`src/rtl/pipe_ctrl.sv`:
```
// Stall/flush controller for the 5-stage pipeline: load-use bubbles, jump redirects,
// data-memory waits with timeout, and an external freeze handshake.
module pipe_ctrl #(
   parameter int MEM_TIMEOUT = 16,
   parameter int STALL_CNT_W = 16
) (
   input  logic                   clk_100MHz,
   input  logic                   arst,
   input  logic                   ld_use_i,
   input  logic                   jump_ena_i,
   input  logic [31:0]            jump_addr_i,
   input  logic                   mem_req_i,
   input  logic                   mem_ack_i,
   input  logic                   sys_hold_req_i,
   output logic                   sys_hold_ack_o,
   output logic                   hold_pc_o,
   output logic                   hold_if_id_o,
   output logic                   hold_id_ex_o,
   output logic                   hold_ex_mem_o,
   output logic                   hold_mem_wb_o,
   output logic                   flush_if_id_o,
   output logic                   flush_id_ex_o,
   output logic                   pc_redirect_o,
   output logic [31:0]            pc_redirect_addr_o,
   output logic                   mem_err_o,
   output logic [1:0]             state_o,
   output logic [STALL_CNT_W-1:0] stall_cnt_o
);

   localparam int                WAIT_W    = $clog2(MEM_TIMEOUT);
   localparam logic [WAIT_W-1:0] WAIT_LAST = WAIT_W'(MEM_TIMEOUT - 1);

   typedef enum logic [1:0] {
      RUN     = 2'd0,
      MEMWAIT = 2'd1,
      HOLD    = 2'd2
   } state_t;

   state_t                 state;
   state_t                 state_nxt;
   logic [WAIT_W-1:0]      wait_cnt;
   logic [WAIT_W-1:0]      wait_nxt;
   logic [STALL_CNT_W-1:0] stall_cnt;
   logic                   mem_err;
   logic                   tmo;
   logic                   mem_stall;

   function automatic logic [STALL_CNT_W-1:0] sat_inc(input logic [STALL_CNT_W-1:0] v);
      return (&v) ? v : v + STALL_CNT_W'(1);
   endfunction

   // Last permitted wait cycle: the stall is dropped so mem_wb captures whatever is there.
   assign tmo       = (state == MEMWAIT) && (wait_cnt == WAIT_LAST);
   assign mem_stall = mem_req_i & ~mem_ack_i & ~tmo;

   always_ff @(posedge clk_100MHz or posedge arst) begin
      if (arst) begin
         state     <= RUN;
         wait_cnt  <= '0;
         mem_err   <= 1'b0;
         stall_cnt <= '0;
      end else begin
         state    <= state_nxt;
         wait_cnt <= wait_nxt;
         if (tmo)
            mem_err <= 1'b1;
         if (hold_pc_o)
            stall_cnt <= sat_inc(stall_cnt);
      end
   end

   always_comb begin
      state_nxt = state;
      wait_nxt  = wait_cnt;
      case (state)
         RUN: begin
            if (mem_stall) begin
               state_nxt = MEMWAIT;
               wait_nxt  = '0;
            end else if (sys_hold_req_i) begin
               state_nxt = HOLD;
            end
         end
         MEMWAIT: begin
            if (mem_stall) begin
               wait_nxt = wait_cnt + WAIT_W'(1);
            end else begin
               wait_nxt  = '0;
               state_nxt = sys_hold_req_i ? HOLD : RUN;
            end
         end
         HOLD: begin
            if (!sys_hold_req_i)
               state_nxt = RUN;
         end
         default: begin
            state_nxt = RUN;
            wait_nxt  = '0;
         end
      endcase
   end

   always_comb begin
      hold_pc_o          = 1'b0;
      hold_if_id_o       = 1'b0;
      hold_id_ex_o       = 1'b0;
      hold_ex_mem_o      = 1'b0;
      hold_mem_wb_o      = 1'b0;
      flush_if_id_o      = 1'b0;
      flush_id_ex_o      = 1'b0;
      pc_redirect_o      = 1'b0;
      pc_redirect_addr_o = '0;
      sys_hold_ack_o     = 1'b0;
      if (arst || mem_stall || (state == HOLD) || ((state == RUN) && sys_hold_req_i)) begin
         hold_pc_o      = 1'b1;
         hold_if_id_o   = 1'b1;
         hold_id_ex_o   = 1'b1;
         hold_ex_mem_o  = 1'b1;
         hold_mem_wb_o  = 1'b1;
         sys_hold_ack_o = ~arst && (state == HOLD);
      end else if ((state == RUN) && jump_ena_i) begin
         pc_redirect_o      = 1'b1;
         pc_redirect_addr_o = jump_addr_i;
         flush_if_id_o      = 1'b1;
         flush_id_ex_o      = 1'b1;
      end else if ((state == RUN) && ld_use_i) begin
         // Freeze fetch/decode and slip one bubble into EX; older stages drain.
         hold_pc_o     = 1'b1;
         hold_if_id_o  = 1'b1;
         flush_id_ex_o = 1'b1;
      end
   end

   assign state_o     = state;
   assign mem_err_o   = mem_err;
   assign stall_cnt_o = stall_cnt;

endmodule
```
`config.mk`:
```
export PLATFORM = sky130hd
export DESIGN_NAME = pipe_ctrl
export DESIGN_NICKNAME = d
export VERILOG_FILES = /design/src/rtl/pipe_ctrl.sv
export SDC_FILE = /design/constraint.sdc
export NUM_CORES = 1
export LEC_CHECK = 0
export CAP_MARGIN = 20
export CORE_UTILIZATION = 25
export CTS_CLUSTER_DIAMETER = 50
export CTS_CLUSTER_SIZE = 16
export DETAILED_ROUTE_END_ITERATION = 10
export PLACE_DENSITY = 0.61
export SLEW_MARGIN = 20
export SYNTH_ARGS = -nofsm -noshare
export SYNTH_HDL_FRONTEND = slang
export SYNTH_SLANG_ARGS = --single-unit
```
`constraint.sdc`:
```
create_clock -name clk_100MHz -period 2.1 [get_ports clk_100MHz]
set_input_delay 0.315 -clock clk_100MHz [delete_from_list [all_inputs] [get_ports clk_100MHz]]
set_output_delay 0.315 -clock clk_100MHz [all_outputs]
set_load 0.005 [all_outputs]
```
==> flow_metrics.py, run 1 <==
metrics = {
    "status": {
        "outcome": "finished clean",
    },
    "timing": {
        "worst_case_clock_skew_ps": 4.54,
        "timing.final.hold_violations": 0,
        "period_share_pct": 97.8,
        "final_max_slew_viol_count": 0,
        "max_freq_mhz": 487,
        "worst-slew-pin-transition_ps": 346,
        "timing.final.ws_setup_ps": 46.7,
        "rsz0062_at_grt": "yes",
        "relSlewSlack_pct": 76.9,
        "min_period_ps": 2050,
        "report.final.setup_viol": 0,
    },
    "power": {
        "power.ir.vdd_worst_mv": 0.485,
        "intPower_w": 0.00104,
        "pwr-share-seq_pct": 41.3,
        "power-per-cell-area_mw_per_mm2": 536,
        "leakage_nw": 1.26,
        "p_comb_share_pct": 39.9,
        "netSwitchingPower_w": 0.000438,
        "netSwitchingFraction_pct": 29.7,
        "total_power_w": 0.00147,
        "power.share.clock_pct": 18.8,
    },
    "setup_path": {
        "startpoint_type": "flop",
        "worstPathCellList": "o21ba_4 > nor2_4 > and4_4 > buf_12 > and2_1 > clkdlybuf4s15_2",
        "critical-path-max-stage-delay_ps": 400,
        "reg2reg_slack_ps": 220,
        "worst_ep_required_time_ps": 1780,
        "crit-reg2reg-launch": "state_o[0]",
        "worstSetupEndpointType": "output pin",
        "critical_register_to_register_path_endpoint": "stall_cnt_o[1]",
        "slowest_stage": "dfrtp_1",
        "path_class": "flop to output pin",
        "critPathArrivalTime_ps": 1740,
        "worst_r2r_path_depth": 8,
        "critical_path.max_fanout": 17,
    },
    "route": {
        "detail_route.drc_violations": 0,
        "via_per_inst": 4.50,
        "violation_count_after_the_first_detailed_routing_iteration": 37,
        "met3WireLength_um": 282,
        "wirelength_um": 4470,
        "via_count": 1578,
        "dr.pass1.iters": 4,
        "wl_met1_um": 1860,
        "dr.max_layer_used": "met4",
        "wire_length_per_cell_after_detailed_routing_um": 12.7,
        "met2WireLength_um": 2290,
        "drtAntennaViolNets": 0,
    },
    "final_layout": {
        "fin_cells": 351,
        "layout.cells.most_common": "clkdlybuf4s50_1",
        "drive_above_1_share_pct": 33.0,
        "mostFrequentLayoutCells": "57 x clkdlybuf4s50_1, 25 x and2_1, 25 x buf_2, 22 x dfrtp_1, 22 x buf_4",
        "areaGrowthSynthToFinish_pct": 92.8,
        "final_util_pct": 49.9,
        "layout.cell_area.non_filler_mm2": 0.00275,
        "antenna-diode-count": 0,
        "final_net_count": 321,
    },
    "worst_hold_path": {
        "min-delay-start": "sys_hold_req_i",
        "hold_end": "state_o[1]",
        "hold-path-cell-count": 2,
        "hold_path_class": "input port to flop",
    },
    "yosys": {
        "synth_fp_nets": 195,
        "synth_cell_type_count": 33,
        "netlist_instances": 154,
        "yosys_register_bits": 23,
        "synth_edf_count": 0,
        "postSynthAreaPerCell_um2": 9.26,
        "synth-seq-area-share_pct": 40.4,
        "syn_area_mm2": 0.00143,
        "share_of_flip_flops_with_an_asynchronous_set_or_reset_pct": 100,
        "postSynth.topFlopCell": "dfrtp_1",
        "synth.yosys.warnings": 0,
    },
    "placement": {
        "hpwlAfterDp_um": 3310,
        "dpl-instance-area_mm2": 0.00262,
        "cell_count_after_placement": 336,
        "dp_slack_ps": -366,
        "placer_s_final_routability_congestion_estimate": 0.769,
        "placement.io_buffers": 98,
    },
    "global_route": {
        "global_route_wire_length_before_repair_um": 7330,
        "antenna_found_initial": 0,
        "largest_net_degree_at_the_start_of_global_routing": 24,
        "grt_pass1_vias": 1597,
        "grt_overflow": 0,
        "grt_use_total_pct": 15.2,
    },
    "floorplan": {
        "floorplan.initialDensity_pct": 25.9,
        "core_area_mm2": 0.00551,
        "floorplan.io_pins": 99,
        "core.rowCount": 27,
        "die_area_mm2": 0.00601,
        "die_y_um": 77.5,
        "dieWidth_um": 77.5,
    },
    "clocking": {
        "clkSinkCount": 23,
        "cts_tree": "done",
        "clk_path_buf_depth": 2,
        "clk_pin_slew_worst_paths_ps": 90,
        "cts_inserted_buffers": 3,
        "post_cts_hold_buffer_count": 0,
        "clock_tree.root_cell": "clkbuf_8",
        "cts.htree.levels": 1,
        "clk-insertion-delay-late_ps": 260,
    },
    "run": {
        "max-cap-violations": 0,
    },
}
-- worst max path at each step --
stage | start | endpoint | slack, ps
global placement | sys_hold_req_i | pc_redirect_addr_o[11] | -340
global route | state_o[1] | pc_redirect_addr_o[8] | -20
floorplan | stall_cnt_o[0] | stall_cnt_o[1] | 250
CTS | state_o[1] | pc_redirect_addr_o[20] | -60
detailed placement | sys_hold_req_i | pc_redirect_addr_o[7] | -370
finish | state_o[1] | pc_redirect_addr_o[8] | 50
-- worst max-delay path: cells and delay by family (launching register included) --
family / cells / cell delay, ps
flip-flops: 1 / 400
AND/OR/NAND/NOR: 3 / 510
AO/OA/AOI/OAI: 1 / 210
buffers and inverters: 2 / 350
-- sequential cells by signal (all words and copies together), names as in the netlist --
signal       cells
wait_cnt         4
stall_cnt_o     16
state_o          2
mem_err_o        1
-- routing by layer --
layer	track usage, %	up-vias
met5	0	-
met4	5.09	0
met3	3.06	4
met2	27.2	66
met1	18.1	739
li1	-	769
-- stage by stage --
step / hold WS (ps) / setup TNS (ps)
floorplan: 317 / 0
global placement: 463 / -11550
finish: 451 / 0
CTS: 440 / -271
detailed placement: 470 / -12200
global route: 469 / -55.1
-- cell usage after synthesis (2+ instances only) --
cell type | number | area, µm²
inv_1 | 3 | 11.3
xor2_1 | 2 | 17.5
clkbuf_1 | 4 | 15.0
nand2b_1 | 3 | 18.8
and3_1 | 4 | 25.0
nor2_1 | 8 | 30.0
nand3_1 | 12 | 60.1
o21bai_1 | 2 | 15.0
nand4_1 | 6 | 37.5
buf_4 | 4 | 30.0
o21ai_0 | 4 | 20.0
dfrtp_1 | 23 | 576
xnor2_1 | 12 | 105
and2_1 | 32 | 200
nand2_1 | 15 | 56.3
mux2_2 | 2 | 22.5
ha_1 | 2 | 25.0
-- power groups by stage --
stage	logic, W	registers [W]	clock network (W)
after CTS	0.000595	0.000608	0.000289
final	0.000589	0.000609	0.000277
after floorplan	0.000207	0.000621	0
after detailed placement	0.000574	0.000616	0
after global placement	0.000566	0.000616	0
after global routing	0.000641	0.000619	0.000300
-- final cells by class --
type | instances | area, µm²
repair buffers | 129 | 1180
clock inverters | 1 | 5.00
fillers | 522 | 2760
well taps | 72 | 90.1
multi-input cells | 120 | 845
clock buffers | 3 | 41.3
inverters | 3 | 11.3
flip-flops and latches | 23 | 577
-- cells by family (layout without fill, tap and decap cells) --
| logic type | count (synthesis) | in the layout | share of synthesized area (%) |
|---|---|---|---|
| AOI/OAI and AO/OA | 15 | 15 | 9.12 |
| xor gates and xnor gates | 14 | 14 | 8.60 |
| adders and majority gates | 2 | 2 | 1.75 |
| buffers and inverters | 11 | 136 | 3.95 |
| DFF | 23 | 23 | 40.4 |
| muxes | 3 | 3 | 2.63 |
| and+or+nand+nor | 86 | 86 | 33.6 |
-- what timing repair did --
action | in CTS | in global routing
setup endpoints to repair | 40 | 30
cloned | 3 | 0
pin swaps | 5 | 2
resized for setup | 146 | 14
setup buffers | 9 | 0
No activity file was read; power rests on OpenSTA's default activity.
==> run 2: changes to the inputs <==
- CAP_MARGIN: 20 -> 30
==> results of run 2 <==
Final layout, timing and power as in run 1 (identical DEF).
==> run 3: changes to the inputs <==
- CTS_BUF_LIST: default -> sky130_fd_sc_hd__clkbuf_8
- SETUP_SLACK_MARGIN: default -> 0.5
==> run 3 against run 2 <==
Global-route usage rose by 2.6 points; cell count rose by 11%; register-to-register slack got worse by 100 ps; fmax fell by 2.0%; sequential share of layout area fell by 4.4 points; die area did not move; non-clock buffer count rose by 32; power rose by 14%; wire length rose by 37%; sequential cell count did not move; sequential power barely moved; critical path type unchanged.
==> flow_metrics.py, run 3 (synthesized netlist as in run 1, its figures left out) <==
metrics = {
    "placement": {
        "dpl-instance-area_mm2": 0.00260,
        "placer_s_final_routability_congestion_estimate": 0.792,
        "placement.io_buffers": 98,
        "hpwlAfterDp_um": 3290,
    },
    "setup_path": {
        "startpoint_type": "flop",
        "worstSetupEndpointType": "output pin",
        "critPathArrivalTime_ps": 1780,
        "path_class": "flop to output pin",
        "critical_path.max_fanout": 7,
        "worst_ep_required_time_ps": 1780,
        "critical_register_to_register_path_endpoint": "stall_cnt_o[1]",
        "crit-reg2reg-launch": "state_o[1]",
        "worst_r2r_path_depth": 8,
        "reg2reg_slack_ps": 120,
    },
    "timing": {
        "final_max_slew_viol_count": 0,
        "setup-tns-final_ps": 0,
        "worst-slew-pin-transition_ps": 492,
        "relSlewSlack_pct": 67.2,
        "report.final.setup_viol": 0,
        "rsz0062_at_grt": "yes",
        "worst_case_clock_skew_ps": 2.27,
        "hold_slack_ps": 486,
        "min_period_ps": 2100,
        "timing.final.hold_violations": 0,
        "period_share_pct": 99.8,
        "max_freq_mhz": 477,
    },
    "power": {
        "pwr-share-seq_pct": 36.2,
        "leakage_nw": 1.62,
        "power.ir.vdd_worst_mv": 0.564,
        "netSwitchingPower_w": 0.000518,
        "netSwitchingFraction_pct": 30.8,
        "p_comb_share_pct": 46.8,
        "total_power_w": 0.00168,
        "power.share.clock_pct": 16.9,
        "power-per-cell-area_mw_per_mm2": 476,
        "intPower_w": 0.00116,
    },
    "clocking": {
        "clk-insertion-delay-late_ps": 270,
        "cts_tree": "done",
        "cts_inserted_buffers": 3,
        "clock_tree.root_cell": "clkbuf_8",
        "clk_pin_slew_worst_paths_ps": 80,
        "clk_path_buf_depth": 2,
        "cts.htree.levels": 1,
        "clkSinkCount": 23,
        "post_cts_hold_buffer_count": 0,
    },
    "floorplan": {
        "core.rowCount": 27,
        "die_y_um": 77.5,
        "die_area_mm2": 0.00601,
        "floorplan.initialDensity_pct": 25.9,
        "core_area_mm2": 0.00551,
        "floorplan.io_pins": 99,
        "dieWidth_um": 77.5,
    },
    "route": {
        "drtAntennaViolNets": 0,
        "via_count": 1782,
        "wirelength_um": 6150,
        "dr.pass1.iters": 4,
        "violation_count_after_the_first_detailed_routing_iteration": 34,
        "wire_length_per_cell_after_detailed_routing_um": 15.8,
        "via_per_inst": 4.59,
        "detail_route.drc_violations": 0,
    },
    "final_layout": {
        "final_util_pct": 64.0,
        "drive_above_1_share_pct": 58.5,
        "final_net_count": 358,
        "fillers": 430,
        "largest_reg_flops": 16,
        "multi_input_comb_area_mm2": 0.00116,
        "seqCellArea_um2": 583,
        "layout.cell_area.non_filler_mm2": 0.00353,
        "mostFrequentLayoutCells": "73 x buf_6, 50 x clkdlybuf4s50_1, 25 x and2_4, 20 x buf_4, 17 x dfrtp_1",
        "areaGrowthSynthToFinish_pct": 147,
        "layout.cells.most_common": "buf_6",
        "antenna-diode-count": 0,
    },
    "global_route": {
        "grt_use_total_pct": 17.9,
        "antenna_found_initial": 0,
        "grt_overflow": 0,
        "largest_net_degree_at_the_start_of_global_routing": 15,
        "global_route_wire_length_before_repair_um": 8620,
        "grt_pass1_vias": 1732,
    },
    "worst_hold_path": {
        "hold_path_class": "input port to flop",
        "hold_end": "state_o[1]",
        "min-delay-start": "sys_hold_req_i",
        "hold-path-cell-count": 2,
    },
    "status": {
        "outcome": "finished clean",
    },
    "run": {
        "max-cap-violations": 0,
    },
}
[run 3: cell types whose count changed in the layout (fill, tap and decap cells not counted), moves of 7 or more]
cell             before  now
and2_1               25    7
clkdlybuf4s50_1      57   50
nand3_1              12    5
and2_4                7   25
buf_2                25    8
buf_6                 6   73
[run 3: timing repair]
action                                  in CTS  in global routing
pin swaps                                   53                 22
endpoints found under the setup margin      60                 68
buffers inserted                            38                 10
cloned                                       5                  0
resized for setup                          222                 96
[run 3: critical path, stage by stage (launching register included)]
cell and delay (ps):
dfrtp_2 420, o21ba_4 200, nor2_4 190, and4_4 290, buf_6 120, buf_6 90, and2_4 120, buf_6 80
[run 3: cell type report]
cell class	instances	share of cell area [%]
timing repair buffer	161	46.4
multi-input combinational	125	32.8
sequential	23	16.5
tap	72	2.56
clock buffer	3	1.17
inverter	3	0.319
clock inverter	1	0.213
[run 3: routing by layer]
layer	GRT usage (%)	wire (µm)	vias up	share of wire, %
met5	0	0	-	0
met4	5.09	60	0	0.98
met3	3.53	363	7	5.9
met2	32.0	3180	69	52
met1	21.5	2540	851	41
li1	-	-	855	-
[run 3: metrics by stage]
stage               instances  setup slack [ps]
finish                    388              4.06
global route              388             -50.3
CTS                       378              23.4
detailed placement        331              -356
global placement          331              -319
floorplan                 154               260
[run 3: worst max path at each step]
stage	from	endpoint	slack, ps
4_1_cts	state_o[1]	pc_redirect_addr_o[6]	20
5_1_grt	state_o[1]	pc_redirect_addr_o[18]	-50
2_1_floorplan	stall_cnt_o[0]	stall_cnt_o[1]	260
3_5_place_dp	sys_hold_req_i	pc_redirect_addr_o[6]	-360
6_report	state_o[1]	pc_redirect_addr_o[18]	4
3_3_place_gp	sys_hold_req_i	pc_redirect_addr_o[6]	-320
[run 3: power groups by stage]
| stage | registers, W | clock network (W) | logic (W) |
|---|---|---|---|
| after floorplan | 0.000623 | 0 | 0.000216 |
| after global placement | 0.000618 | 0 | 0.000547 |
| after detailed placement | 0.000621 | 0 | 0.000554 |
| after CTS | 0.000600 | 0.000291 | 0.000671 |
| after global routing | 0.000620 | 0.000312 | 0.000851 |
| final | 0.000609 | 0.000284 | 0.000787 |
